$ cat config.mk
export PLATFORM = sky130hd
export DESIGN_NAME = murmur3_stream
export DESIGN_NICKNAME = d
export VERILOG_FILES = /design/src/rtl/murmur3_stream.sv
export SDC_FILE = /design/constraint.sdc
export NUM_CORES = 2
export LEC_CHECK = 0
export ABC_AREA = 1
export CORE_ASPECT_RATIO = 1.1
export CORE_UTILIZATION = 55
export CTS_BUF_LIST = sky130_fd_sc_hd__clkbuf_4 sky130_fd_sc_hd__clkbuf_8
export DETAILED_ROUTE_END_ITERATION = 8
export GPL_ROUTABILITY_DRIVEN = 1
export GPL_TIMING_DRIVEN = 0
export HOLD_SLACK_MARGIN = 0.02
export PLACE_DENSITY = 0.71
export SKIP_CTS_REPAIR_TIMING = 1
export SYNTH_ARGS = -nofsm -noshare
export SYNTH_HDL_FRONTEND = slang
export SYNTH_SLANG_ARGS = --single-unit
$ cat constraint.sdc
create_clock -name clk -period 19.96 [get_ports clk]
set_clock_uncertainty 0.15 [all_clocks]
set_input_delay 3.992 -clock clk [delete_from_list [all_inputs] [get_ports clk]]
set_output_delay 3.992 -clock clk [all_outputs]
set_load 0.02 [all_outputs]
$ cat src/rtl/murmur3_stream.sv
// Streaming MurmurHash3 x86_32: one 32-bit little-endian beat per cycle, result 3 cycles after the last beat.
// in_ready drops from last beat until the hash handshake. MURMUR3_PROTO_CHECK_EN enables the sticky proto_err flag.
module murmur3_stream #(
  parameter int LEN_W = 32
) (
  input  logic        clk,
  input  logic        rst,
  input  logic [31:0] seed,
  input  logic [31:0] chunk,
  input  logic [2:0]  in_bytes,
  input  logic        in_last,
  input  logic        in_valid,
  output logic        in_ready,
  output logic [31:0] hash,
  output logic        hash_valid,
  input  logic        hash_ready,
  output logic        proto_err
);
  localparam logic [31:0] C1 = 32'hCC9E2D51;
  localparam logic [31:0] C2 = 32'h1B873593;
  localparam logic [31:0] C3 = 32'hE6546B64;
  localparam logic [31:0] F1 = 32'h85EBCA6B;
  localparam logic [31:0] F2 = 32'hC2B2AE35;

  typedef enum logic [2:0] {IDLE, BODY, FIN1, FIN2, OUT} state_t;

  state_t           state, state_nxt;
  logic [31:0]      h, h_nxt;
  logic [LEN_W-1:0] len, len_nxt;

  logic             accept;
  logic [2:0]       eff_bytes;
  logic [31:0]      k_mask, k1, k2;
  logic [31:0]      h_base, h_xk, h_rot, h_full, h_mixed, h_beat;
  logic [31:0]      fin1, f2a, f2b, fin2;
  logic [LEN_W-1:0] len_base, len_sum;

  assign in_ready   = (state == IDLE) || (state == BODY);
  assign accept     = in_valid && in_ready;
  assign hash       = h;
  assign hash_valid = (state == OUT);

  // Only the last beat may be short; anything else is hashed as a full word.
  assign eff_bytes = (!in_last || (in_bytes > 3'd4)) ? 3'd4 : in_bytes;

  always_comb begin
    k_mask = 32'h0;
    case (eff_bytes)
      3'd1:    k_mask = {24'h0, chunk[7:0]};
      3'd2:    k_mask = {16'h0, chunk[15:0]};
      3'd3:    k_mask = {8'h0, chunk[23:0]};
      3'd4:    k_mask = chunk;
      default: k_mask = 32'h0;
    endcase
  end

  assign k1       = k_mask * C1;
  assign k2       = {k1[16:0], k1[31:17]} * C2;
  assign h_base   = (state == IDLE) ? seed : h;
  assign h_xk     = h_base ^ k2;
  assign h_rot    = {h_xk[18:0], h_xk[31:19]};
  assign h_full   = h_rot * 32'd5 + C3;
  assign len_base = (state == IDLE) ? '0 : len;
  assign len_sum  = len_base + {{(LEN_W-3){1'b0}}, eff_bytes};

  always_comb begin
    h_mixed = h_xk;
    if (eff_bytes == 3'd0)      h_mixed = h_base;
    else if (eff_bytes == 3'd4) h_mixed = h_full;
  end

  assign h_beat = in_last ? (h_mixed ^ len_sum[31:0]) : h_mixed;

  assign fin1 = (h ^ (h >> 16)) * F1;
  assign f2a  = h ^ (h >> 13);
  assign f2b  = f2a * F2;
  assign fin2 = f2b ^ (f2b >> 16);

  always_comb begin
    state_nxt = state;
    h_nxt     = h;
    len_nxt   = len;
    case (state)
      IDLE, BODY: begin
        if (accept) begin
          h_nxt     = h_beat;
          len_nxt   = len_sum;
          state_nxt = in_last ? FIN1 : BODY;
        end
      end
      FIN1: begin
        h_nxt     = fin1;
        state_nxt = FIN2;
      end
      FIN2: begin
        h_nxt     = fin2;
        state_nxt = OUT;
      end
      OUT: begin
        if (hash_ready) state_nxt = IDLE;
      end
      default: state_nxt = IDLE;
    endcase
  end

  always_ff @(posedge clk) begin
    if (rst) begin
      state <= IDLE;
      h     <= 32'h0;
      len   <= '0;
    end else begin
      state <= state_nxt;
      h     <= h_nxt;
      len   <= len_nxt;
    end
  end

`ifdef MURMUR3_PROTO_CHECK_EN
  logic bad_beat;
  logic proto_err_q;

  assign bad_beat  = (in_bytes > 3'd4) || (!in_last && (in_bytes != 3'd4));
  assign proto_err = proto_err_q;

  always_ff @(posedge clk) begin
    if (rst)                      proto_err_q <= 1'b0;
    else if (accept && bad_beat)  proto_err_q <= 1'b1;
  end
`else
  assign proto_err = 1'b0;
`endif

endmodule

== Word level (Yosys, flattened, before mapping) ==
Cells that the tools add are included.

* Reduce and logical (&&, ||, !) cells: 11
* Multipliers: 5
* $add $sub $neg: 2
* Eq/ne operators: 10
* Multiplexer cells: 13
* Bitwise gates (word level): 5
* Magnitude comparators: 1

{| class="wikitable"
|+ Operators by type and width
! kind !! number
|-
| two-way mux 32 bit || 6
|-
| one-hot mux 32 bit (4 select lines) || 1
|-
| one-hot mux 32 bit (3 select lines) || 1
|-
| multiplier 32 x 31 -> 32 bit, second input constant || 2
|-
| XOR 32 x 16 -> 32 bit || 2
|-
| XOR 32 bit || 2
|-
| adder 32 x 3 -> 32 bit || 1
|-
| adder 32 bit, second input constant || 1
|-
| multiplier 32 x 29 -> 32 bit, second input constant || 1
|-
| multiplier 32 x 3 -> 32 bit, second input constant || 1
|-
| multiplier 32 x 32 -> 32 bit, second input constant || 1
|-
| XOR 32 x 19 -> 32 bit || 1
|-
| equality test 3 x 2 -> 1 bit, second input constant || 4
|-
| one-hot mux 3 bit (4 select lines) || 1
|-
| two-way mux 3 bit || 3
|-
| equality test 3 x 1 -> 1 bit, second input constant || 2
|-
| equality test 3 bit, second input constant || 2
|-
| logical NOT 3 bit || 2
|-
| AND reduction 2 bit || 3
|-
| > comparator 3 bit, second input constant || 1
|-
| nonzero test 3 bit || 1
|-
| logical OR 1 bit || 2
|-
| two-way mux 2 bit || 1
|-
| inequality test 2 x 1 -> 1 bit, second input constant || 1
|-
| 4 further kinds || 4
|}

* Logic and storage cells: 50
* Register bits after elaboration: 67
* Input bits: 72

== Depth between registers and ports, before layout ==
* Word-level depth: 16
* Gate-level depth with buffers: 92

== Worst setup path after synthesis ==
OpenSTA, ideal clock, no wires.

* Kind: input -> register
* Start point: in in_last
* End point: reg h[25], in the netlist hash[25]
* Slack: 1024 ps
* Data required time: 19687 ps
* Path buffers: 3
* Data arrival time: 18663 ps
* Stages on the path: 73
* Setup time: 123 ps
* Cells stage by stage: buf_6 > nand2_4 > nor2_2 > nand2_1 > inv_1 > clkbuf_1 > clkbuf_1 > nor2_1 > ha_1 > xor2_1 > ha_1 > o21bai_1 > fa_1 > inv_1 > fa_1 > fa_1 > fa_1 > fa_1 > [... 37 more ...] > ha_1 > nand2_1 > inv_1 > a21oi_1 > nand2_1 > a21oi_1 > inv_1 > a21oi_1 > o21bai_1 > nand2_1 > o211ai_1 > or2_2 > nand3_1 > nand3_1 > nand2_1 > nand2_1 > nand3_1 > a21oi_1

* Cells in the longest elaborated chain, start to end: 16

{| class="wikitable"
|+ RTL lines
! item !! RTL line !! source
|-
| start, declared || 11 || <nowiki>input logic in_last,</nowiki>
|-
| logical NOT 1 bit || 44 || <nowiki>assign eff_bytes = (!in_last || (in_bytes > 3'd4)) ? 3'd4 : in_bytes;</nowiki>
|-
| logical OR 1 bit || 44 ||
|-
| two-way mux 3 bit || 44 ||
|-
| equality test 3 bit (tied with other cells) || 48, 69 ||
|-
| one-hot mux 32 bit (4 select lines) || 48 || <nowiki>case (eff_bytes)</nowiki>
|-
| multiplier 32 x 31 -> 32 bit || 57 || <nowiki>assign k1 = k_mask * C1;</nowiki>
|-
| multiplier 32 x 29 -> 32 bit || 58 || <nowiki>assign k2 = {k1[16:0], k1[31:17]} * C2;</nowiki>
|-
| XOR 32 bit || 60 || <nowiki>assign h_xk = h_base ^ k2;</nowiki>
|-
| multiplier 32 x 3 -> 32 bit || 62 || <nowiki>assign h_full = h_rot * 32'd5 + C3;</nowiki>
|-
| adder 32 bit || 62 ||
|-
| two-way mux 32 bit || 69 || <nowiki>else if (eff_bytes == 3'd4) h_mixed = h_full;</nowiki>
|-
| two-way mux 32 bit || 68 || <nowiki>if (eff_bytes == 3'd0) h_mixed = h_base;</nowiki>
|-
| XOR 32 bit || 72 || <nowiki>assign h_beat = in_last ? (h_mixed ^ len_sum[31:0]) : h_mixed;</nowiki>
|-
| two-way mux 32 bit * || 72 ||
|-
| two-way mux 32 bit * || 85 || <nowiki>if (accept) begin</nowiki>
|-
| one-hot mux 32 bit (3 select lines) * || 83 || <nowiki>case (state)</nowiki>
|-
| end signal, assigned || 113 || <nowiki>h <= h_nxt;</nowiki>
|-
| end, declared || 28 || <nowiki>logic [31:0] h, h_nxt;</nowiki>
|}

Mark *: on every way between the ends. The rest lies on a longest branch, timed or not. The select of a mux whose other input is x is not followed.
A chain may end at the register's enable or synchronous reset.

== Final worst setup path ==
* Start point: in in_bytes[2]
* End point: reg h[26], in the netlist hash[26]

* Cells in the longest elaborated chain, start to end: 16

{| class="wikitable"
|+ RTL lines
! item !! RTL line !! source
|-
| start, declared || 10 || <nowiki>input logic [2:0] in_bytes,</nowiki>
|-
| > comparator 3 bit || 44 ||
|-
| logical OR 1 bit || 44 ||
|-
| two-way mux 3 bit * || 44 ||
|-
| equality test 3 bit (tied with other cells) || 48, 69 ||
|-
| one-hot mux 32 bit (4 select lines) || 48 ||
|-
| multiplier 32 x 31 -> 32 bit || 57 ||
|-
| multiplier 32 x 29 -> 32 bit || 58 ||
|-
| XOR 32 bit || 60 ||
|-
| multiplier 32 x 3 -> 32 bit || 62 ||
|-
| adder 32 bit || 62 ||
|-
| two-way mux 32 bit || 69 ||
|-
| two-way mux 32 bit || 68 ||
|-
| XOR 32 bit || 72 ||
|-
| two-way mux 32 bit * || 72 ||
|-
| two-way mux 32 bit * || 85 ||
|-
| one-hot mux 32 bit (3 select lines) * || 83 ||
|}

Marks and branches as above.

==> results.md <==
* Net Count, Synth at approximately 6.4k
* Critical path launch point type: primary input
* Worst r2r src: hash[17]$_SDFFE_PP0P_
* First-pass iteration count of the detailed router at 5
* Hold depth at 2
* Max stage delay on crit path at 580 ps
* Worst hold-check path type: flop to flop
* Mapped Avg Cell Area at 8.59 um2
* Pin count of the biggest net entering global routing at 16
* Port Buffer Count at between 100 and 150
* Sequential fraction of the synthesis area at 0.0323
* Fmax at 50.6 MHz
* Hold Path End: len[5]$_SDFFE_PP0P_
* Slew @ Worst Pin at 1530 ps
* # clock sinks at 67
* Iteration-0 DRC Markers at slightly above 2k
* Synth top area cells: fa_1 35%, ha_1 24%, inv_1 13%
* Final Hold Slack at 371 ps
* Tcrit/Tclk final at 0.990
* R2r endpoint: hash[13]$_SDFFE_PP0P_
* CTS buffer count at 9
* Routed Antenna Nets at 0
* Drc violations at 0
* Synth Instances at 4,835
* CTS tree: built
* Via/cell ratio at 5.45
* Core area at 0.0746 mm2
* DP Area at around 0.044 mm2
* Worst-path clk slew at 80 ps
* Buffer type at the clock tree root: clkbuf_8
* DR WL/cell at 22.0 um
* Hold Startpoint: len[5]$_SDFFE_PP0P_
* CP startpoint: in_bytes[2]
* Total GRT Usage at 0.350
* Final setup TNS at 0 ps
* Initial Utilization at 0.557
* Final worst path period need at 19,750 ps
* Async set-reset flop share out of synthesis at 0
* Initial antenna violation count at 10
* Gpl congestion at 1.06
* GRT overflow at 0
* CP Capture Type: flop
* Total wire length at 133,000 um
* Number of flops mapped to enable cells by yosys at 0
* H-tree depth at 3
* Arr. time, crit path at 19,920 ps
* First-pass GRT wire length at 201,000 um
* Rows at around 110
* Vias in the first global route at 34.4k
* Die width at approximately 260 um
* Yosys top cell area share at 0.355
* CTS max path bufs at 2
* Mapped cell area at just over 0.04 mm2
* Setup violations, final at 0
* Crit Path Max Fanout at 10
* Reg2reg path depth at 33
* Max Slew Vio Count at 3
* WS Path Type: primary input to flop
* Vias at 32.8k
* Yosys reg bits at between 60 and 70
* Worst EP required at a little over 20,000 ps
* Yosys cell types at 70
* Die area at 0.0767 mm2
* Slew headroom at -0.0319
* I/O pins at 107
* Share of layout cells above drive strength 1 at 0.0729
* Post-layout instance area at ~0.046 mm2
* Max-Cap Viols at 1
* Clk_lat worst skew at 380 ps
* Fin. Hold Viols at 0
* Dominant synthesized flop cell: dfxtp_1
* Final nets at about 6.7k
* Die H at 290 um
* CP max-delay cell: fa_1
* Failing checks: capacitance limit, slew limit
* Yosys top cell by area: fa_1
* R2R setup slack at 11,040 ps
* Synth warnings at 0
* DP HPWL at 116,000 um
* Outcome: complete, but fails checks
* Area Overhead vs Synth at 11.1%
## worst max-delay path: cells and delay by family
| kind | cells | cell delay, ps |
|---|---|---|
| xor gates and xnor gates | 5 | 1020 |
| and+or+nand+nor | 21 | 3000 |
| AOI/OAI and AO/OA | 14 | 2520 |
| buffers and inverters | 16 | 1860 |
| adders and majority gates | 20 | 7500 |
## cell usage in the layout, fill, tap and decap left out, types with 41 or more instances in the layout
| master | Yosys | final |
|---|---|---|
| o21ai_0 | 186 | 177 |
| buf_4 | 1 | 93 |
| dfxtp_1 | 67 | 67 |
| nor2_1 | 177 | 170 |
| inv_1 | 1419 | 1397 |
| clkdlybuf4s50_1 | 0 | 101 |
| nand3_1 | 98 | 92 |
| ha_1 | 801 | 762 |
| clkbuf_1 | 44 | 41 |
| nand2_1 | 442 | 414 |
| xnor2_1 | 144 | 140 |
| a21oi_1 | 237 | 217 |
| fa_1 | 736 | 733 |
| xor2_1 | 166 | 149 |
## layer usage
metal  track usage  wire length (um)  vias to the layer above
li1              -                 -                    15300
met1         0.426             50900                    16100
met2         0.611             64900                     1117
met3        0.0487              8560                      324
met4         0.160              8010                       14
met5             0               103                        -
## state kept, by name (all words and copies together), names as in the netlist
| signal | cells |
|---|---|
| hash | 32 |
| len | 32 |
| state | 3 |
## kinds of logic (layout without fill, tap and decap cells)
kind of cell    Yosys count  count (layout)  share of synthesized area
other cells               1               3                  0.0000902
mux                      14              14                    0.00337
simple gates            840             841                     0.0870
xor+xnor                313             313                     0.0667
flops                    67              67                     0.0323
buf+inv                1490            1713                      0.136
fa+ha+maj              1537            1537                      0.596
compound gates          573             573                     0.0789
## through the flow
step | std cells | worst slack, ps | utilization
floorplan | 4835 | 1020 | -
global route | 6022 | -225 | 0.618
detailed placement | 5907 | -3530 | 0.588
finish | 6024 | 205 | 0.618
CTS | 5923 | -3200 | 0.591
global placement | 5902 | -3250 | 0.587
## area by class of cell
class                           count  area (um2)
Timing Repair inverter              1        5.00
Buffer                             60         310
Fill cell                        6528       28500
Clock buffer                       10         138
Tap cell                          963        1200
Clock inverter                      6        88.8
Multi-Input combinational cell   3279       35700
Inverter                         1430        5420
Timing Repair Buffer              206        1900
Antenna cell                        2        5.00
Sequential cell                    67        1340
## worst max path at each step
stage | cells past startpoint | slack (ps) | to
detailed placement | 74 | -3530 | hash[28]$_SDFFE_PP0P_
global route | 74 | -230 | hash[27]$_SDFFE_PP0P_
finish | 76 | 210 | hash[26]$_SDFFE_PP0P_
CTS | 74 | -3200 | hash[28]$_SDFFE_PP0P_
floorplan | 73 | 1020 | hash[25]$_SDFFE_PP0P_
global placement | 69 | -3250 | hash[26]$_SDFFE_PP0P_
## Yosys cell counts (7+ instances only)
library cell / number
inv_1: 1419
ha_1: 801
fa_1: 736
nand2_1: 442
a21oi_1: 237
o21ai_0: 186
nor2_1: 177
xor2_1: 166
xnor2_1: 144
nand3_1: 98
dfxtp_1: 67
clkbuf_1: 44
o211ai_1: 31
nand4_1: 25
nor3_1: 23
or2_2: 22
o21bai_1: 18
a21o_1: 16
a211oi_1: 14
mux2i_1: 14
a31oi_1: 13
nand3b_1: 11
nor2_2: 9
nor4_1: 9
inv_2: 8
o2111ai_1: 7
o21ai_1: 7
Power is left out: the tool's default activity adds up to more than one toggle a clock period on the data nets, which glitch-free logic cannot reach.
